`config.mk`:
```
export PLATFORM = sky130hd
export DESIGN_NAME = instr_exec_unit
export DESIGN_NICKNAME = d
export VERILOG_FILES = /design/src/rtl/instr_exec_unit.sv
export SDC_FILE = /design/constraint.sdc
export NUM_CORES = 1
export LEC_CHECK = 0
export BUFFER_PORTS_ARGS = -buffer_cell sky130_fd_sc_hd__buf_2
export CAP_MARGIN = 20
export CORE_MARGIN = 4
export CORE_UTILIZATION = 30
export DETAILED_ROUTE_END_ITERATION = 10
export PLACE_DENSITY_LB_ADDON = 0.25
export REMOVE_ABC_BUFFERS = 1
export SYNTH_ARGS = -nofsm -noshare
export SYNTH_HDL_FRONTEND = slang
export SYNTH_SLANG_ARGS = --single-unit
```
`constraint.sdc`:
```
create_clock -name clk -period 2.65 [get_ports clk]
set_input_delay 0.3975 -clock clk [delete_from_list [all_inputs] [get_ports clk]]
set_output_delay 0.3975 -clock clk [all_outputs]
set_load 0.02 [all_outputs]
```
`src/rtl/instr_exec_unit.sv`:
```
// instr_exec_unit: fetches 32-bit instructions from the host command FIFO and
// executes NOOP / WRITE_REG / READ_REG against an internal register file, the
// DAC and the ADC (through the shared SPI master), pushing read results into
// the readback FIFO and keeping a sticky first-error status.
//
// Optional build macro INSTR_EXEC_STATUS_EN: index 15 of the internal space
// becomes a read-only status word {err_flag, err_code, 12'h0, exec_count}.
module instr_exec_unit #(
  parameter int NUM_REGS    = 16,
  parameter int REG_WIDTH   = 16,
  parameter int SPI_TIMEOUT = 1024
) (
  input  logic        clk,
  input  logic        reset_n,
  input  logic        instr_ready,
  output logic        instr_ack,
  input  logic [31:0] instr_in,
  input  logic        readback_ready,
  output logic        readback_write,
  output logic [31:0] readback_data,
  output logic        dac_request_write,
  output logic [4:0]  dac_address,
  output logic [11:0] dac_data,
  output logic        adc_request_write,
  output logic        adc_request_read,
  output logic [15:0] adc_address,
  output logic [7:0]  adc_data,
  input  logic [7:0]  adc_data_readback,
  input  logic        spi_busy,
  output logic        err_flag,
  output logic [2:0]  err_code,
  output logic [2:0]  cu_state,
  output logic [4:0]  cu_instr
);

  typedef enum logic [2:0] {
    IDLE          = 3'd0,
    PROC_INSTR    = 3'd1,
    SPI_REQ       = 3'd2,
    WAIT_BUSY     = 3'd3,
    WAIT_COMPLETE = 3'd4,
    PUSH_DATA     = 3'd5
  } state_t;

  localparam logic [4:0] OP_NOOP  = 5'h00;
  localparam logic [4:0] OP_WRITE = 5'h01;
  localparam logic [4:0] OP_READ  = 5'h02;

  localparam logic [1:0] SEL_ADC = 2'b00;
  localparam logic [1:0] SEL_DAC = 2'b01;
  localparam logic [1:0] SEL_INT = 2'b10;

  localparam logic [2:0] ERR_OPCODE  = 3'd1;
  localparam logic [2:0] ERR_SELECT  = 3'd2;
  localparam logic [2:0] ERR_INDEX   = 3'd3;
  localparam logic [2:0] ERR_TIMEOUT = 3'd4;

  localparam logic [31:0] ALL_ONES = 32'hFFFF_FFFF;

  // The array always spans the full 4-bit index space so the index needs no
  // truncation; entries at or above NUM_REGS are never written and stay zero.
  localparam int RF_DEPTH = 16;
  localparam logic [4:0] NUM_REGS_W = 5'(NUM_REGS);

  localparam int CNT_W = (SPI_TIMEOUT > 1) ? $clog2(SPI_TIMEOUT) : 1;
  localparam logic [CNT_W-1:0] TMO_LAST = CNT_W'(SPI_TIMEOUT - 1);

  state_t                state_q, state_d;
  logic [31:0]           instr_q, instr_d;
  logic                  settled_q, settled_d;
  logic [CNT_W-1:0]      cnt_q, cnt_d;
  logic [REG_WIDTH-1:0]  regs_q [RF_DEPTH];
  logic [REG_WIDTH-1:0]  regs_d [RF_DEPTH];
  logic [31:0]           readback_data_q, readback_data_d;
  logic                  dac_req_q, dac_req_d;
  logic [4:0]            dac_address_q, dac_address_d;
  logic [11:0]           dac_data_q, dac_data_d;
  logic                  adc_wr_q, adc_wr_d;
  logic                  adc_rd_q, adc_rd_d;
  logic [15:0]           adc_address_q, adc_address_d;
  logic [7:0]            adc_data_q, adc_data_d;
  logic                  err_flag_q, err_flag_d;
  logic [2:0]            err_code_q, err_code_d;

  logic [4:0]  opc;
  logic [1:0]  sel;
  logic [3:0]  idx;
  logic        idx_bad;
  logic        is_read;
  logic        in_wait;
  logic        timed_out;
  logic        accept;
  logic        status_hit;
  logic [31:0] status_word;

  logic        err_raise;
  logic [2:0]  err_new;
  logic        err_clear;
  logic        tmo_exit;

  assign opc       = instr_q[31:27];
  assign sel       = instr_q[26:25];
  assign idx       = instr_q[24:21];
  assign idx_bad   = ({1'b0, idx} >= NUM_REGS_W);
  assign is_read   = (opc == OP_READ);
  assign in_wait   = (state_q == SPI_REQ) || (state_q == WAIT_BUSY) ||
                     (state_q == WAIT_COMPLETE);
  assign timed_out = in_wait && (cnt_q == TMO_LAST);

  // An instruction is accepted only after IDLE has lasted a full cycle, which
  // gives the FIFO's registered empty flag time to reflect the previous pop
  // and enforces at least three cycles between acks.
  assign accept    = (state_q == IDLE) && settled_q && instr_ready;

`ifdef INSTR_EXEC_STATUS_EN
  logic [15:0] exec_cnt_q, exec_cnt_d;

  assign status_hit  = (idx == 4'hF);
  assign status_word = {err_flag_q, err_code_q, 12'h000, exec_cnt_q};

  // Executed-instruction counter, wraps naturally at 16 bits.
  always_comb begin
    exec_cnt_d = exec_cnt_q;
    if (accept) exec_cnt_d = exec_cnt_q + 16'd1;
  end

  // Counter register.
  always_ff @(posedge clk or negedge reset_n) begin
    if (!reset_n) exec_cnt_q <= '0;
    else          exec_cnt_q <= exec_cnt_d;
  end
`else
  assign status_hit  = 1'b0;
  assign status_word = 32'h0000_0000;
`endif

  // Next-state and datapath decisions for the instruction sequencer.
  always_comb begin
    state_d         = state_q;
    instr_d         = instr_q;
    regs_d          = regs_q;
    readback_data_d = readback_data_q;
    dac_req_d       = 1'b0;
    dac_address_d   = dac_address_q;
    dac_data_d      = dac_data_q;
    adc_wr_d        = 1'b0;
    adc_rd_d        = 1'b0;
    adc_address_d   = adc_address_q;
    adc_data_d      = adc_data_q;
    err_flag_d      = err_flag_q;
    err_code_d      = err_code_q;
    err_raise       = 1'b0;
    err_new         = 3'd0;
    err_clear       = 1'b0;
    tmo_exit        = 1'b0;

    case (state_q)
      IDLE: begin
        if (accept) begin
          instr_d = instr_in;
          state_d = PROC_INSTR;
        end
      end

      PROC_INSTR: begin
        state_d = IDLE;
        case (opc)
          OP_NOOP: err_clear = instr_q[0];
          OP_WRITE: begin
            case (sel)
              SEL_INT: begin
                if (status_hit || idx_bad) begin
                  err_raise = 1'b1;
                  err_new   = ERR_INDEX;
                end else begin
                  regs_d[idx] = instr_q[5 +: REG_WIDTH];
                end
              end
              SEL_DAC: begin
                dac_address_d = instr_q[24:20];
                dac_data_d    = instr_q[19:8];
                state_d       = SPI_REQ;
              end
              SEL_ADC: begin
                adc_address_d = instr_q[24:9];
                adc_data_d    = instr_q[8:1];
                state_d       = SPI_REQ;
              end
              default: begin
                err_raise = 1'b1;
                err_new   = ERR_SELECT;
              end
            endcase
          end
          OP_READ: begin
            case (sel)
              SEL_INT: begin
                state_d = PUSH_DATA;
                if (status_hit) begin
                  readback_data_d = status_word;
                end else if (idx_bad) begin
                  err_raise       = 1'b1;
                  err_new         = ERR_INDEX;
                  readback_data_d = ALL_ONES;
                end else begin
                  readback_data_d = {{(32-REG_WIDTH){1'b0}}, regs_q[idx]};
                end
              end
              SEL_ADC: begin
                adc_address_d = instr_q[24:9];
                state_d       = SPI_REQ;
              end
              default: begin
                err_raise       = 1'b1;
                err_new         = ERR_SELECT;
                readback_data_d = ALL_ONES;
                state_d         = PUSH_DATA;
              end
            endcase
          end
          default: begin
            err_raise = 1'b1;
            err_new   = ERR_OPCODE;
          end
        endcase
      end

      SPI_REQ: begin
        if (!spi_busy) begin
          if (sel == SEL_DAC)  dac_req_d = 1'b1;
          else if (is_read)    adc_rd_d  = 1'b1;
          else                 adc_wr_d  = 1'b1;
          state_d = WAIT_BUSY;
        end else if (timed_out) begin
          tmo_exit = 1'b1;
        end
      end

      WAIT_BUSY: begin
        if (spi_busy)       state_d  = WAIT_COMPLETE;
        else if (timed_out) tmo_exit = 1'b1;
      end

      WAIT_COMPLETE: begin
        if (!spi_busy) begin
          if (is_read) begin
            readback_data_d = {24'h000000, adc_data_readback};
            state_d         = PUSH_DATA;
          end else begin
            state_d = IDLE;
          end
        end else if (timed_out) begin
          tmo_exit = 1'b1;
        end
      end

      PUSH_DATA: begin
        if (readback_ready) state_d = IDLE;
      end

      default: state_d = IDLE;
    endcase

    // A stalled SPI transaction is abandoned; reads still deliver a word so
    // the host never waits forever on the readback FIFO.
    if (tmo_exit) begin
      err_raise = 1'b1;
      err_new   = ERR_TIMEOUT;
      if (is_read) begin
        readback_data_d = ALL_ONES;
        state_d         = PUSH_DATA;
      end else begin
        state_d = IDLE;
      end
    end

    // Sticky status: only the first error after a clear is recorded.
    if (err_clear) begin
      err_flag_d = 1'b0;
      err_code_d = 3'd0;
    end else if (err_raise && !err_flag_q) begin
      err_flag_d = 1'b1;
      err_code_d = err_new;
    end
  end

  // Wait-state cycle counter, restarted on every state change.
  always_comb begin
    settled_d = (state_q == IDLE);
    if ((state_d != state_q) || !in_wait) cnt_d = '0;
    else                                  cnt_d = cnt_q + 1'b1;
  end

  // State, instruction latch, register file and output registers.
  always_ff @(posedge clk or negedge reset_n) begin
    if (!reset_n) begin
      state_q         <= IDLE;
      instr_q         <= '0;
      settled_q       <= 1'b0;
      cnt_q           <= '0;
      for (int i = 0; i < RF_DEPTH; i++) regs_q[i] <= '0;
      readback_data_q <= '0;
      dac_req_q       <= 1'b0;
      dac_address_q   <= '0;
      dac_data_q      <= '0;
      adc_wr_q        <= 1'b0;
      adc_rd_q        <= 1'b0;
      adc_address_q   <= '0;
      adc_data_q      <= '0;
      err_flag_q      <= 1'b0;
      err_code_q      <= '0;
    end else begin
      state_q         <= state_d;
      instr_q         <= instr_d;
      settled_q       <= settled_d;
      cnt_q           <= cnt_d;
      regs_q          <= regs_d;
      readback_data_q <= readback_data_d;
      dac_req_q       <= dac_req_d;
      dac_address_q   <= dac_address_d;
      dac_data_q      <= dac_data_d;
      adc_wr_q        <= adc_wr_d;
      adc_rd_q        <= adc_rd_d;
      adc_address_q   <= adc_address_d;
      adc_data_q      <= adc_data_d;
      err_flag_q      <= err_flag_d;
      err_code_q      <= err_code_d;
    end
  end

  assign instr_ack         = accept;
  assign readback_write    = (state_q == PUSH_DATA) && readback_ready;
  assign readback_data     = readback_data_q;
  assign dac_request_write = dac_req_q;
  assign dac_address       = dac_address_q;
  assign dac_data          = dac_data_q;
  assign adc_request_write = adc_wr_q;
  assign adc_request_read  = adc_rd_q;
  assign adc_address       = adc_address_q;
  assign adc_data          = adc_data_q;
  assign err_flag          = err_flag_q;
  assign err_code          = err_code_q;
  assign cu_state          = state_q;
  assign cu_instr          = instr_q[31:27];

endmodule

```
==> impl_metrics.env <==
export IMPL_holdWs_ns=0.0570
export IMPL_routed_via_count=10300
export IMPL_multiInputGateArea_um2=6930
export IMPL_maxSlewHeadroom_pct=54.8
export IMPL_yosys_top_cells_area="dfrtp_1, mux2_2, mux4_2"
export IMPL_grt_usage_pct=14.9
export IMPL_max_slew_worst_pin_slew_ns=0.678
export IMPL_root_buffer="clkbuf_16"
export IMPL_total_power_uw=19300
export IMPL_first_pass_iters=4
export IMPL_p_per_area_nw_per_um2=948
export IMPL_slew_viol_final=0
export IMPL_clock_sinks=382
export IMPL_yosysTopAreaCell="dfrtp_1"
export IMPL_rsz0062_at_grt="no"
export IMPL_floorplan_rows=87
export IMPL_seq_area_frac_synth_pct=56.2
export IMPL_drc_errors=0
export IMPL_drt_iter0_markers=532
export IMPL_cts_max_level=2
export IMPL_overflow=0
export IMPL_finalSetupViolCount=0
export IMPL_drive_gt1_share_pct=49.2
export IMPL_r2r_cells=6
export IMPL_syn_to_final_growth_pct=19.6
export IMPL_finalCritPeriodShare_pct=92.5
export IMPL_reg2reg_from="instr_q[30]$_DFFE_PN0P_"
export IMPL_grt_pass1_wl_mm=68.8
export IMPL_antenna_found_initial=1
export IMPL_worstHoldStart="instr_in[3]"
export IMPL_gp_congestion=0.770
export IMPL_dp_hpwl_mm=28.3
export IMPL_critical_path_class="reg -> out"
export IMPL_grt_max_degree=82
export IMPL_hold_viol=0
export IMPL_die_y_um=246
export IMPL_final_nets=1358
export IMPL_period_minus_slack_ns=2.45
export IMPL_hold_end="instr_q[3]$_DFFE_PN0P_"
export IMPL_path_clk_slew_ns=0.06
export IMPL_final_common_cell="dfrtp_1"
export IMPL_end_kind="primary output"
export IMPL_arrival_ns=2.05
export IMPL_totalWireLength_mm=44.6
export IMPL_hp_class="in -> reg"
export IMPL_portBuffers=134
export IMPL_clk_path_buf_depth=3
export IMPL_cts_made_buffers=46
export IMPL_cap_violations=0
export IMPL_reg2reg_to="regs_q[59]$_DFFE_PN0P_"
export IMPL_status="finished, final reports clean"
export IMPL_ys_ff_latch=382
export IMPL_core_area_um2=56300
export IMPL_detail_route_antenna_nets=0
export IMPL_max_freq_mhz=408
export IMPL_synthFlopType="dfrtp_1"
export IMPL_die_w_um=246
export IMPL_fill_cells=5468
export IMPL_final_util_pct=36.1
export IMPL_start_util_pct=30.2
export IMPL_critPathLaunchType="flip-flop"
export IMPL_pin_count=135
export IMPL_clk_latency_ns=0.57
export IMPL_async_flop_share_pct=100
export IMPL_max_vdd_ir_drop_mv=0.509
export IMPL_synthCells=1169
export IMPL_yosysWarnings=0
export IMPL_seqCellArea_um2=9560
export IMPL_cp_max_fo=13
export IMPL_hold_depth=2
export IMPL_p_leak_uw=0.00992
export IMPL_reg2reg_slack_ns=0.23
export IMPL_ys_types=55
export IMPL_cts_tree="done"
export IMPL_die_area_um2=60600
export IMPL_routedWlPerCell_um=21.2
export IMPL_viasPerCell=4.89
export IMPL_synth_enable_flop_cells=0
export IMPL_grt_pass1_vias=10900
export IMPL_avgSynthCellArea_um2=14.5
export IMPL_cp_required_ns=2.25
export IMPL_fin_skew_ns=0.0213
export IMPL_layout_cells_most_common_list="dfrtp_1, mux2_2, buf_2, mux4_2, buf_4"
export IMPL_synth_top_area_share_pct=56.2
export IMPL_synth_area_um2=17000
[sequential cells by signal (all words and copies together) (netlist names)]
signal             cells
cnt_q                 10
adc_request_write      1
regs_q               256
err_flag               1
dac_request_write      1
adc_data               8
dac_address            5
settled_q              1
err_code               3
readback_data         32
instr_q               32
cu_state               3
dac_data              12
adc_address           16
adc_request_read       1
[synth_stat cells (all sizes together) (3+ instances only)]
master and number:
nor2 46, a22oi 6, o211ai 16, nor4 4, o22ai 3, xnor2 3, xor2 6, nor2b 6
nand2b 10, and3 7, dfrtp 382, clkbuf 47, o21ai 25, or2 3, nand4 6, mux2 327
or3 4, o2111ai 8, mux4 64, nand3 28, nand2 46, buf 57, a21oi 7, and2 3
nor3 6, inv 5, mux2i 26
[critical path: stages (launching register included)]
cell and delay [ns]:
dfrtp_1 0.40, buf_4 0.19, nor3_1 0.31, and3_4 0.37
buf_2 0.20
[through the flow]
step / setup WS, ns / setup TNS (ns) / area [um^2] / std cells
floorplan: -1.45 / -310.53 / 16500 / 1065
global placement: 0.246 / 0 / 18700 / 2016
detailed placement: 0.227 / 0 / 18700 / 2016
CTS: 0.00793 / 0 / 20300 / 2101
global route: 0.0861 / 0 / 20300 / 2103
finish: 0.200 / 0 / 20300 / 2105
[layout make-up]
class                   count  share of cell area (%)
flip-flops and latches    382                    47.0
clock buffers              65                    6.77
clock inverters            18                   0.972
repair buffers            199                    6.39
inverters                   5                  0.0923
multi-input cells         678                    34.1
diodes                      2                  0.0246
well taps                 756                    4.65
[logic make-up (layout without fill, tap and decap cells)]
logic type               after synthesis  after routing  synth area share, %
multiplexers                         417            417                 31.7
flip-flops                           382            382                 56.2
buffers and inverters                109            287                 3.13
other                                  0              2                    0
AND/OR/NAND/NOR                      178            178                 5.65
AO/OA/AOI/OAI                         73             73                 2.80
adder cells (fa/ha/maj)                1              1               0.0736
XOR/XNOR                               9              9                0.464
[timing repair]
action                                  CTS  global route
pin swaps                                 0             1
endpoints found under the hold margin    47             0
hold buffers                              2             0
buffers inserted                          0             2
gates resized for setup                   1             0
endpoints found under the setup margin    1             1
[layer usage]
metal | share of wire [%] | global-route usage (%) | vias to the layer above
met3 | 5.0 | 3.17 | 75
met5 | 0 | 0 | -
met2 | 47 | 24.0 | 217
met1 | 46 | 20.6 | 5448
met4 | 2.2 | 3.64 | 0
li1 | - | - | 4553
[power by group]
part	leakage [uW]	switching, uW	internal [uW]	total (uW)
Clock	0.000789	2540	4000	6540
Combinational	0.00392	2710	2070	4770
Sequential	0.00521	1290	6690	7980
Total	0.00992	6540	12800	19300
[how the worst max path moves through the flow]
| stage | to | start | slack (ns) |
|---|---|---|---|
| 6_report | instr_ack | cu_state[1]$_DFF_PN0_ | 0.20 |
| 5_1_grt | instr_ack | cu_state[1]$_DFF_PN0_ | 0.09 |
| 4_1_cts | instr_ack | cu_state[1]$_DFF_PN0_ | 0.008 |
| 3_5_place_dp | regs_q[177]$_DFFE_PN0P_ | instr_q[30]$_DFFE_PN0P_ | 0.23 |
| 3_3_place_gp | regs_q[180]$_DFFE_PN0P_ | instr_q[30]$_DFFE_PN0P_ | 0.25 |
| 2_1_floorplan | regs_q[100]$_DFFE_PN0P_ | instr_q[21]$_DFFE_PN0P_ | -1.45 |
(Power assumes the default switching activity.)
